### src/rtl/pp_gen_if.sv
// Bus bundle for pp_gen_pipe: upstream image/weight beat, downstream partial-product beat.
// The master modport is the side that feeds beats and drains results.
interface pp_gen_if #(
    parameter int LANES  = 4,
    parameter int IEXP_W = 4,
    parameter int IMAN_W = 3,
    parameter int WEXP_W = 3
);
    localparam int IMG_W  = 1 + IEXP_W + IMAN_W;
    localparam int WGT_W  = 1 + WEXP_W;
    localparam int PP_W   = IMAN_W + 2;
    localparam int EXP_OW = ((IEXP_W > WEXP_W) ? IEXP_W : WEXP_W) + 1;

    logic                      in_valid;
    logic                      in_ready;
    logic [LANES*IMG_W-1:0]    image;
    logic [LANES*WGT_W-1:0]    weight;
    logic                      out_valid;
    logic                      out_ready;
    logic [LANES*PP_W-1:0]     signed_pp;
    logic [LANES*EXP_OW-1:0]   exp;
    logic [LANES-1:0]          zero_mask;
    logic [EXP_OW-1:0]         max_exp;

    modport master (
        output in_valid, image, weight, out_ready,
        input  in_ready, out_valid, signed_pp, exp, zero_mask, max_exp
    );

    modport slave (
        input  in_valid, image, weight, out_ready,
        output in_ready, out_valid, signed_pp, exp, zero_mask, max_exp
    );
endinterface

### src/rtl/pp_gen_pipe.sv
// Two-stage multi-lane partial-product generator for the SD4 log-domain MAC, with a saturating
// zero-lane counter. Define PPG_MAXEXP_EN to build the per-beat max non-zero exponent output.
module pp_gen_pipe #(
    parameter int LANES  = 4,
    parameter int IEXP_W = 4,
    parameter int IMAN_W = 3,
    parameter int WEXP_W = 3,
    parameter int CNT_W  = 16
) (
    input  logic             clk,
    input  logic             rst,
    pp_gen_if.slave          bus,
    input  logic             cnt_clr,
    output logic [CNT_W-1:0] zero_cnt
);
    localparam int IMG_W  = 1 + IEXP_W + IMAN_W;
    localparam int WGT_W  = 1 + WEXP_W;
    localparam int PP_W   = IMAN_W + 2;
    localparam int EXP_OW = ((IEXP_W > WEXP_W) ? IEXP_W : WEXP_W) + 1;
    localparam int POP_W  = $clog2(LANES + 1);
    localparam int SUM_W  = ((CNT_W > POP_W) ? CNT_W : POP_W) + 1;

    function automatic logic [POP_W-1:0] popcount(input logic [LANES-1:0] v);
        logic [POP_W-1:0] n;
        n = '0;
        for (int i = 0; i < LANES; i++) begin
            n = n + POP_W'(v[i]);
        end
        return n;
    endfunction

    logic                              s2_adv_s;
    logic                              s1_adv_s;
    logic                              fire_s;

    logic [LANES-1:0]                  dec_zero_s;
    logic [LANES-1:0]                  dec_sign_s;
    logic [LANES-1:0][IMAN_W-1:0]      dec_man_s;
    logic [LANES-1:0][EXP_OW-1:0]      dec_exp_s;

    logic                              s1_valid_r;
    logic [LANES-1:0]                  s1_zero_r;
    logic [LANES-1:0]                  s1_sign_r;
    logic [LANES-1:0][IMAN_W-1:0]      s1_man_r;
    logic [LANES-1:0][EXP_OW-1:0]      s1_exp_r;
    logic [LANES-1:0][PP_W-1:0]        s1_pp_s;

    logic                              out_valid_r;
    logic [LANES-1:0][PP_W-1:0]        signed_pp_r;
    logic [LANES-1:0][EXP_OW-1:0]      exp_r;
    logic [LANES-1:0]                  zero_mask_r;

    logic [SUM_W-1:0]                  cnt_base_s;
    logic [SUM_W-1:0]                  cnt_sum_s;
    logic [CNT_W-1:0]                  cnt_next_s;
    logic [CNT_W-1:0]                  zero_cnt_r;

    // A stage may load when it is empty or its contents leave this cycle.
    assign s2_adv_s     = ~out_valid_r | bus.out_ready;
    assign s1_adv_s     = ~s1_valid_r | s2_adv_s;
    assign fire_s       = out_valid_r & bus.out_ready;
    assign bus.in_ready = s1_adv_s;

    // Per-lane operand decode; a zero lane carries a zero exponent from S1 onward.
    always_comb begin
        for (int i = 0; i < LANES; i++) begin
            dec_zero_s[i] = (bus.image[i*IMG_W +: (IEXP_W + IMAN_W)] == '0) ||
                            (&bus.weight[i*WGT_W +: WEXP_W]);
            dec_sign_s[i] = bus.image[i*IMG_W + IMG_W - 1] ^ bus.weight[i*WGT_W + WGT_W - 1];
            dec_man_s[i]  = bus.image[i*IMG_W +: IMAN_W];
            if (dec_zero_s[i]) begin
                dec_exp_s[i] = '0;
            end else begin
                dec_exp_s[i] = EXP_OW'(bus.image[i*IMG_W + IMAN_W +: IEXP_W]) +
                               EXP_OW'(bus.weight[i*WGT_W +: WEXP_W]);
            end
        end
    end

    // S1 register: decoded lane fields.
    always_ff @(posedge clk or posedge rst) begin
        if (rst) begin
            s1_valid_r <= 1'b0;
            s1_zero_r  <= '0;
            s1_sign_r  <= '0;
            s1_man_r   <= '0;
            s1_exp_r   <= '0;
        end else if (s1_adv_s) begin
            s1_valid_r <= bus.in_valid;
            if (bus.in_valid) begin
                s1_zero_r <= dec_zero_s;
                s1_sign_r <= dec_sign_s;
                s1_man_r  <= dec_man_s;
                s1_exp_r  <= dec_exp_s;
            end
        end
    end

    // Assemble the signed partial product {sign,1,man}, forced to zero for zero lanes.
    always_comb begin
        for (int i = 0; i < LANES; i++) begin
            if (s1_zero_r[i]) begin
                s1_pp_s[i] = '0;
            end else begin
                s1_pp_s[i] = {s1_sign_r[i], 1'b1, s1_man_r[i]};
            end
        end
    end

    // S2 output register; holds its data while the consumer stalls.
    always_ff @(posedge clk or posedge rst) begin
        if (rst) begin
            out_valid_r <= 1'b0;
            signed_pp_r <= '0;
            exp_r       <= '0;
            zero_mask_r <= '0;
        end else if (s2_adv_s) begin
            out_valid_r <= s1_valid_r;
            if (s1_valid_r) begin
                signed_pp_r <= s1_pp_s;
                exp_r       <= s1_exp_r;
                zero_mask_r <= s1_zero_r;
            end
        end
    end

    assign bus.out_valid = out_valid_r;
    assign bus.signed_pp = signed_pp_r;
    assign bus.exp       = exp_r;
    assign bus.zero_mask = zero_mask_r;

`ifdef PPG_MAXEXP_EN
    logic [EXP_OW-1:0] s1_max_s;
    logic [EXP_OW-1:0] max_exp_r;

    // Largest exponent among non-zero lanes of the beat held in S1.
    always_comb begin
        s1_max_s = '0;
        for (int i = 0; i < LANES; i++) begin
            if (!s1_zero_r[i] && (s1_exp_r[i] > s1_max_s)) begin
                s1_max_s = s1_exp_r[i];
            end else begin
                s1_max_s = s1_max_s;
            end
        end
    end

    // Max exponent travels with the S2 beat.
    always_ff @(posedge clk or posedge rst) begin
        if (rst) begin
            max_exp_r <= '0;
        end else if (s2_adv_s && s1_valid_r) begin
            max_exp_r <= s1_max_s;
        end
    end

    assign bus.max_exp = max_exp_r;
`else
    assign bus.max_exp = '0;
`endif

    // Next zero count: clear takes effect before the delivered beat's zeros are added.
    always_comb begin
        if (cnt_clr) begin
            cnt_base_s = '0;
        end else begin
            cnt_base_s = SUM_W'(zero_cnt_r);
        end
        if (fire_s) begin
            cnt_sum_s = cnt_base_s + SUM_W'(popcount(zero_mask_r));
        end else begin
            cnt_sum_s = cnt_base_s;
        end
        if (|cnt_sum_s[SUM_W-1:CNT_W]) begin
            cnt_next_s = '1;
        end else begin
            cnt_next_s = cnt_sum_s[CNT_W-1:0];
        end
    end

    // Zero-lane counter register.
    always_ff @(posedge clk or posedge rst) begin
        if (rst) begin
            zero_cnt_r <= '0;
        end else begin
            zero_cnt_r <= cnt_next_s;
        end
    end

    assign zero_cnt = zero_cnt_r;
endmodule

### src/flat_wrapper.sv
// flat-port wrapper written by rule: the top's interface ports become plain ports
module pp_gen_pipe_flat 
#(
    parameter int LANES  = 4,
    parameter int IEXP_W = 4,
    parameter int IMAN_W = 3,
    parameter int WEXP_W = 3,
    parameter int CNT_W  = 16
)
  (clk, rst, cnt_clr, zero_cnt, bus_in_valid, bus_image, bus_weight, bus_out_ready, bus_in_ready, bus_out_valid, bus_signed_pp, bus_exp, bus_zero_mask, bus_max_exp);
  pp_gen_if #(.LANES(LANES), .IEXP_W(IEXP_W), .IMAN_W(IMAN_W), .WEXP_W(WEXP_W)) bus_i ();
  input  logic clk;
  input  logic rst;
  input  logic cnt_clr;
  output logic [CNT_W-1:0] zero_cnt;
  input wire logic [$bits(bus_i.in_valid)-1:0] bus_in_valid;
  input wire logic [$bits(bus_i.image)-1:0] bus_image;
  input wire logic [$bits(bus_i.weight)-1:0] bus_weight;
  input wire logic [$bits(bus_i.out_ready)-1:0] bus_out_ready;
  output wire logic [$bits(bus_i.in_ready)-1:0] bus_in_ready;
  output wire logic [$bits(bus_i.out_valid)-1:0] bus_out_valid;
  output wire logic [$bits(bus_i.signed_pp)-1:0] bus_signed_pp;
  output wire logic [$bits(bus_i.exp)-1:0] bus_exp;
  output wire logic [$bits(bus_i.zero_mask)-1:0] bus_zero_mask;
  output wire logic [$bits(bus_i.max_exp)-1:0] bus_max_exp;
  assign bus_i.in_valid = bus_in_valid;
  assign bus_i.image = bus_image;
  assign bus_i.weight = bus_weight;
  assign bus_i.out_ready = bus_out_ready;
  assign bus_in_ready = bus_i.in_ready;
  assign bus_out_valid = bus_i.out_valid;
  assign bus_signed_pp = bus_i.signed_pp;
  assign bus_exp = bus_i.exp;
  assign bus_zero_mask = bus_i.zero_mask;
  assign bus_max_exp = bus_i.max_exp;
  pp_gen_pipe #(.LANES(LANES), .IEXP_W(IEXP_W), .IMAN_W(IMAN_W), .WEXP_W(WEXP_W), .CNT_W(CNT_W)) u_core (.clk(clk), .rst(rst), .bus(bus_i), .cnt_clr(cnt_clr), .zero_cnt(zero_cnt));
endmodule
### config.mk
export PLATFORM = sky130hd
export DESIGN_NAME = pp_gen_pipe_flat
export DESIGN_NICKNAME = d
export VERILOG_FILES = /design/src/rtl/pp_gen_if.sv /design/src/rtl/pp_gen_pipe.sv /design/src/flat_wrapper.sv
export SDC_FILE = /design/constraint.sdc
export NUM_CORES = 1
export LEC_CHECK = 0
export ABC_AREA = 1
export ABC_CLOCK_PERIOD_IN_PS = 10600
export BUFFER_PORTS_ARGS = -buffer_cell sky130_fd_sc_hd__buf_4
export CORE_UTILIZATION = 50
export CTS_BUF_LIST = sky130_fd_sc_hd__clkbuf_4
export DETAILED_ROUTE_END_ITERATION = 8
export PLACE_DENSITY = 0.75
export SLEW_MARGIN = 15
export SYNTH_ARGS = -nofsm -noshare
export SYNTH_HDL_FRONTEND = slang
export SYNTH_SLANG_ARGS = --single-unit
### constraint.sdc
create_clock -name clk -period 10.6 [get_ports clk]
set_input_delay 2.12 -clock clk [delete_from_list [all_inputs] [get_ports clk]]
set_output_delay 2.12 -clock clk [all_outputs]
set_load 0.02 [all_outputs]
==> impl_metrics.csv <==
group,metric,value,unit
outcome,outcome,"complete, no violations",
die,dieArea,10200,um^2
die,die_w,101,um
power,cellLeakagePower,3.11,nW
clock_network,numCtsBuffers,9,
sta,fin_skew,0.0196,ns
logic_synthesis,ys_ff_latch,102,
route,drt_iter0_markers,183,
clock_network,cts_setup_buffers,0,
clock_network,ctsHoldBuffers,0,
clock_network,cts_sinks,102,
route,drc,0,
sta,setup_slack,5.89,ns
sta,tns,0,ns
global_routing,grt-ovfl-total,0,
placement,dp_hpwl,8220,um
clock_network,cts_tree,"yes",
die,num_rows,35,
sta,holdWs,0.499,ns
clock_network,worstSkewPairLatency,0.43,ns
critical_path,cpLargestDelayFamily,"buffers and inverters",
finish,fillers,834,
route,ant_nets,0,
critical_path,cp_max_fo,3,
critical_path,setup.worst_path.end_class,"output port",
clock_network,clock_path_buffers,2,
sta,rsz0062_at_grt,"no",
global_routing,grt_use_total,23.2,%
critical_path,critical_path_required,8.48,ns
die,die_height,101,um
power,irDropWorstVdd,0.0890,mV
critical_path,critical-path-max-stage-delay,0.18,ns
logic_synthesis,syn_inst,564,
critical_path,worstSetupStartpointType,"input pin",
logic_synthesis,synth_warnings,0,
placement,finalWeightedCongestion,0.884,
sta,period_needed,4.71,ns
global_routing,grt_pass1_vias,4022,
logic_synthesis,yosysUniqueCellTypes,29,
sta,setup_violations,0,
critical_path,path_common_cell,"buf_4",
finish,n_antenna_cell,0,
finish,area_growth,21.7,%
die,initial_core_util,52.5,%
critical_path,ff2ff_setup_slack,7.87,ns
sta,fmax,213,MHz
finish,drive_above_1_share,22.2,%
critical_path,critPathBufInv,3,
flow_run,drv_cap,0,
clock_network,cts.clk_slew.worst_paths,0.14,ns
die,io_pins,120,
critical_path,worstPathCellList,"buf_4 > inv_1 > nand3_1 > buf_4",
route,vias,4119,
sta,period_share,44.4,%
clock_network,ctsResizeCount,0,
global_routing,antenna_found_initial,0,
power,finalPower,1.08,mW
route,viasPerCell,5.10,
critical_path,slowest_stage,"buf_4",
global_routing,grt_start_max_net_pins,83,
placement,portBuffers,114,
finish,layout.nets,751,
critical_path,arrival,2.59,ns
placement,pre_cts_ws,5.89,ns
global_routing,grt_pass1_wl,18400,um
route,wl,11100,um
logic_synthesis,netlist_area,4920,um^2
power,power.density,181,nW/um^2
sta,tightest_slew,1.00,ns
die,core_area,9370,um^2
critical_path,criticalPathCategory,"in -> out",
sta,slew_violations,0,
sta,hold_viol,0,
route,firstDrtPassIters,4,
worst_hold_path,hold_class,"reg -> reg",
sta,slew_headroom,33.0,%
clock_network,root_buffer,"clkbuf_4",
logic_synthesis,syn_area_per_cell,8.73,um^2
logic_synthesis,yosysSeqAreaShare,51.9,%
clock_network,h-tree-depth,3,
route,routedWlPerCell,13.8,um
[placed cells by master (no fill, tap or decap), types with 2 or more instances in the layout]
| cell type | synthesis | routed |
|---|---|---|
| a22o_1 | 16 | 16 |
| nor2_2 | 5 | 5 |
| buf_4 | 6 | 117 |
| fa_1 | 6 | 6 |
| or2_2 | 2 | 2 |
| nor2_4 | 2 | 2 |
| nand2_1 | 154 | 153 |
| nand3b_1 | 3 | 3 |
| nand2_2 | 1 | 2 |
| clkbuf_4 | 0 | 10 |
| dfrtp_1 | 102 | 102 |
| inv_1 | 57 | 56 |
| o22ai_1 | 2 | 2 |
| nor2_1 | 60 | 60 |
| xnor2_1 | 7 | 7 |
| nand3_2 | 3 | 3 |
| xor2_1 | 4 | 4 |
| o21ai_0 | 53 | 53 |
| nand3_1 | 29 | 29 |
| nor3_1 | 3 | 3 |
| a21oi_1 | 7 | 7 |
| clkinv_4 | 0 | 3 |
| inv_2 | 3 | 3 |
| ha_1 | 17 | 17 |
| conb_1 | 1 | 5 |
| nand4_1 | 4 | 4 |
[power by group]
part	internal (mW)	switching [mW]
Clock	0.0746	0.128
Sequential	0.468	0.0495
Combinational	0.150	0.215
[path summary, 6_finish.rpt]
check / from / cells after the start / endpoint
max: bus_out_ready / 4 / bus_in_ready
min: u_core.s1_zero_r[1] / 1 / u_core.bus.signed_pp[8]
max reg2reg: u_core.bus.zero_mask[0] / 10 / u_core.zero_cnt[3]
min reg2reg: u_core.s1_zero_r[1] / 1 / u_core.bus.signed_pp[8]
max in group asynchronous: rst / 3 / u_core.s1_sign_r[2]
min in group asynchronous: rst / 2 / u_core.bus.out_valid
[per-stage QoR]
stage	utilization [%]	instances	instance area, um^2
finish	63.9	808	5990
global route	63.9	808	5990
CTS	63.9	808	5990
detailed placement	62.5	793	5850
global placement	62.5	793	5850
floorplan	-	568	4940
[routing by layer]
metal  GRT usage, %  wire, um
met5              0         0
met4           8.47       264
met3           5.87       667
met2           37.6      5260
met1           30.3      4950
[synthesized netlist by cell type (all sizes together)]
library cell	count	share of area, %
inv	60	4.6
dfrtp	102	52
ha	17	4.3
o21ai	53	5.4
o21a	1	0.15
xnor2	7	1.2
conb	1	0.076
fa	6	2.4
nand2	155	12
buf	17	2.3
o22ai	2	0.25
or2	2	0.25
a21oi	8	0.89
nor3	3	0.31
nor2	67	5.7
xor2	4	0.71
nand3	32	3.6
nand3b	3	0.46
clkbuf	4	0.31
nand4	4	0.51
a22o	16	2.8
[logic make-up after synthesis]
logic type	share of synthesized area [%]
AND/OR/NAND/NOR	22.6
flip-flops	51.9
AO/OA/AOI/OAI	9.53
buffers and inverters	7.17
XOR/XNOR	1.96
other	0.0762
adder cells (fa/ha/maj)	6.76
[state kept, by name, indices dropped and copies added, names as in the netlist]
register,count
u_core.bus.out_valid,1
u_core.bus.zero_mask,4
u_core.s1_zero_r,4
u_core.s1_exp_r,20
u_core.s1_sign_r,4
u_core.bus.exp,20
u_core.s1_man_r,12
u_core.zero_cnt,16
u_core.s1_valid_r,1
u_core.bus.signed_pp,20
[layout make-up]
| cell class | count | area [um^2] | share of cell area [%] |
|---|---|---|---|
| multi-input combinational | 385 | 2030 | 33.9 |
| sequential | 102 | 2550 | 42.6 |
| inverter | 60 | 228 | 3.80 |
| tap | 129 | 161 | 2.69 |
| clock buffer | 10 | 75.1 | 1.25 |
| clock inverter | 5 | 61.3 | 1.02 |
| timing repair buffer | 117 | 878 | 14.7 |
No activity file was read; power rests on OpenSTA's default activity.
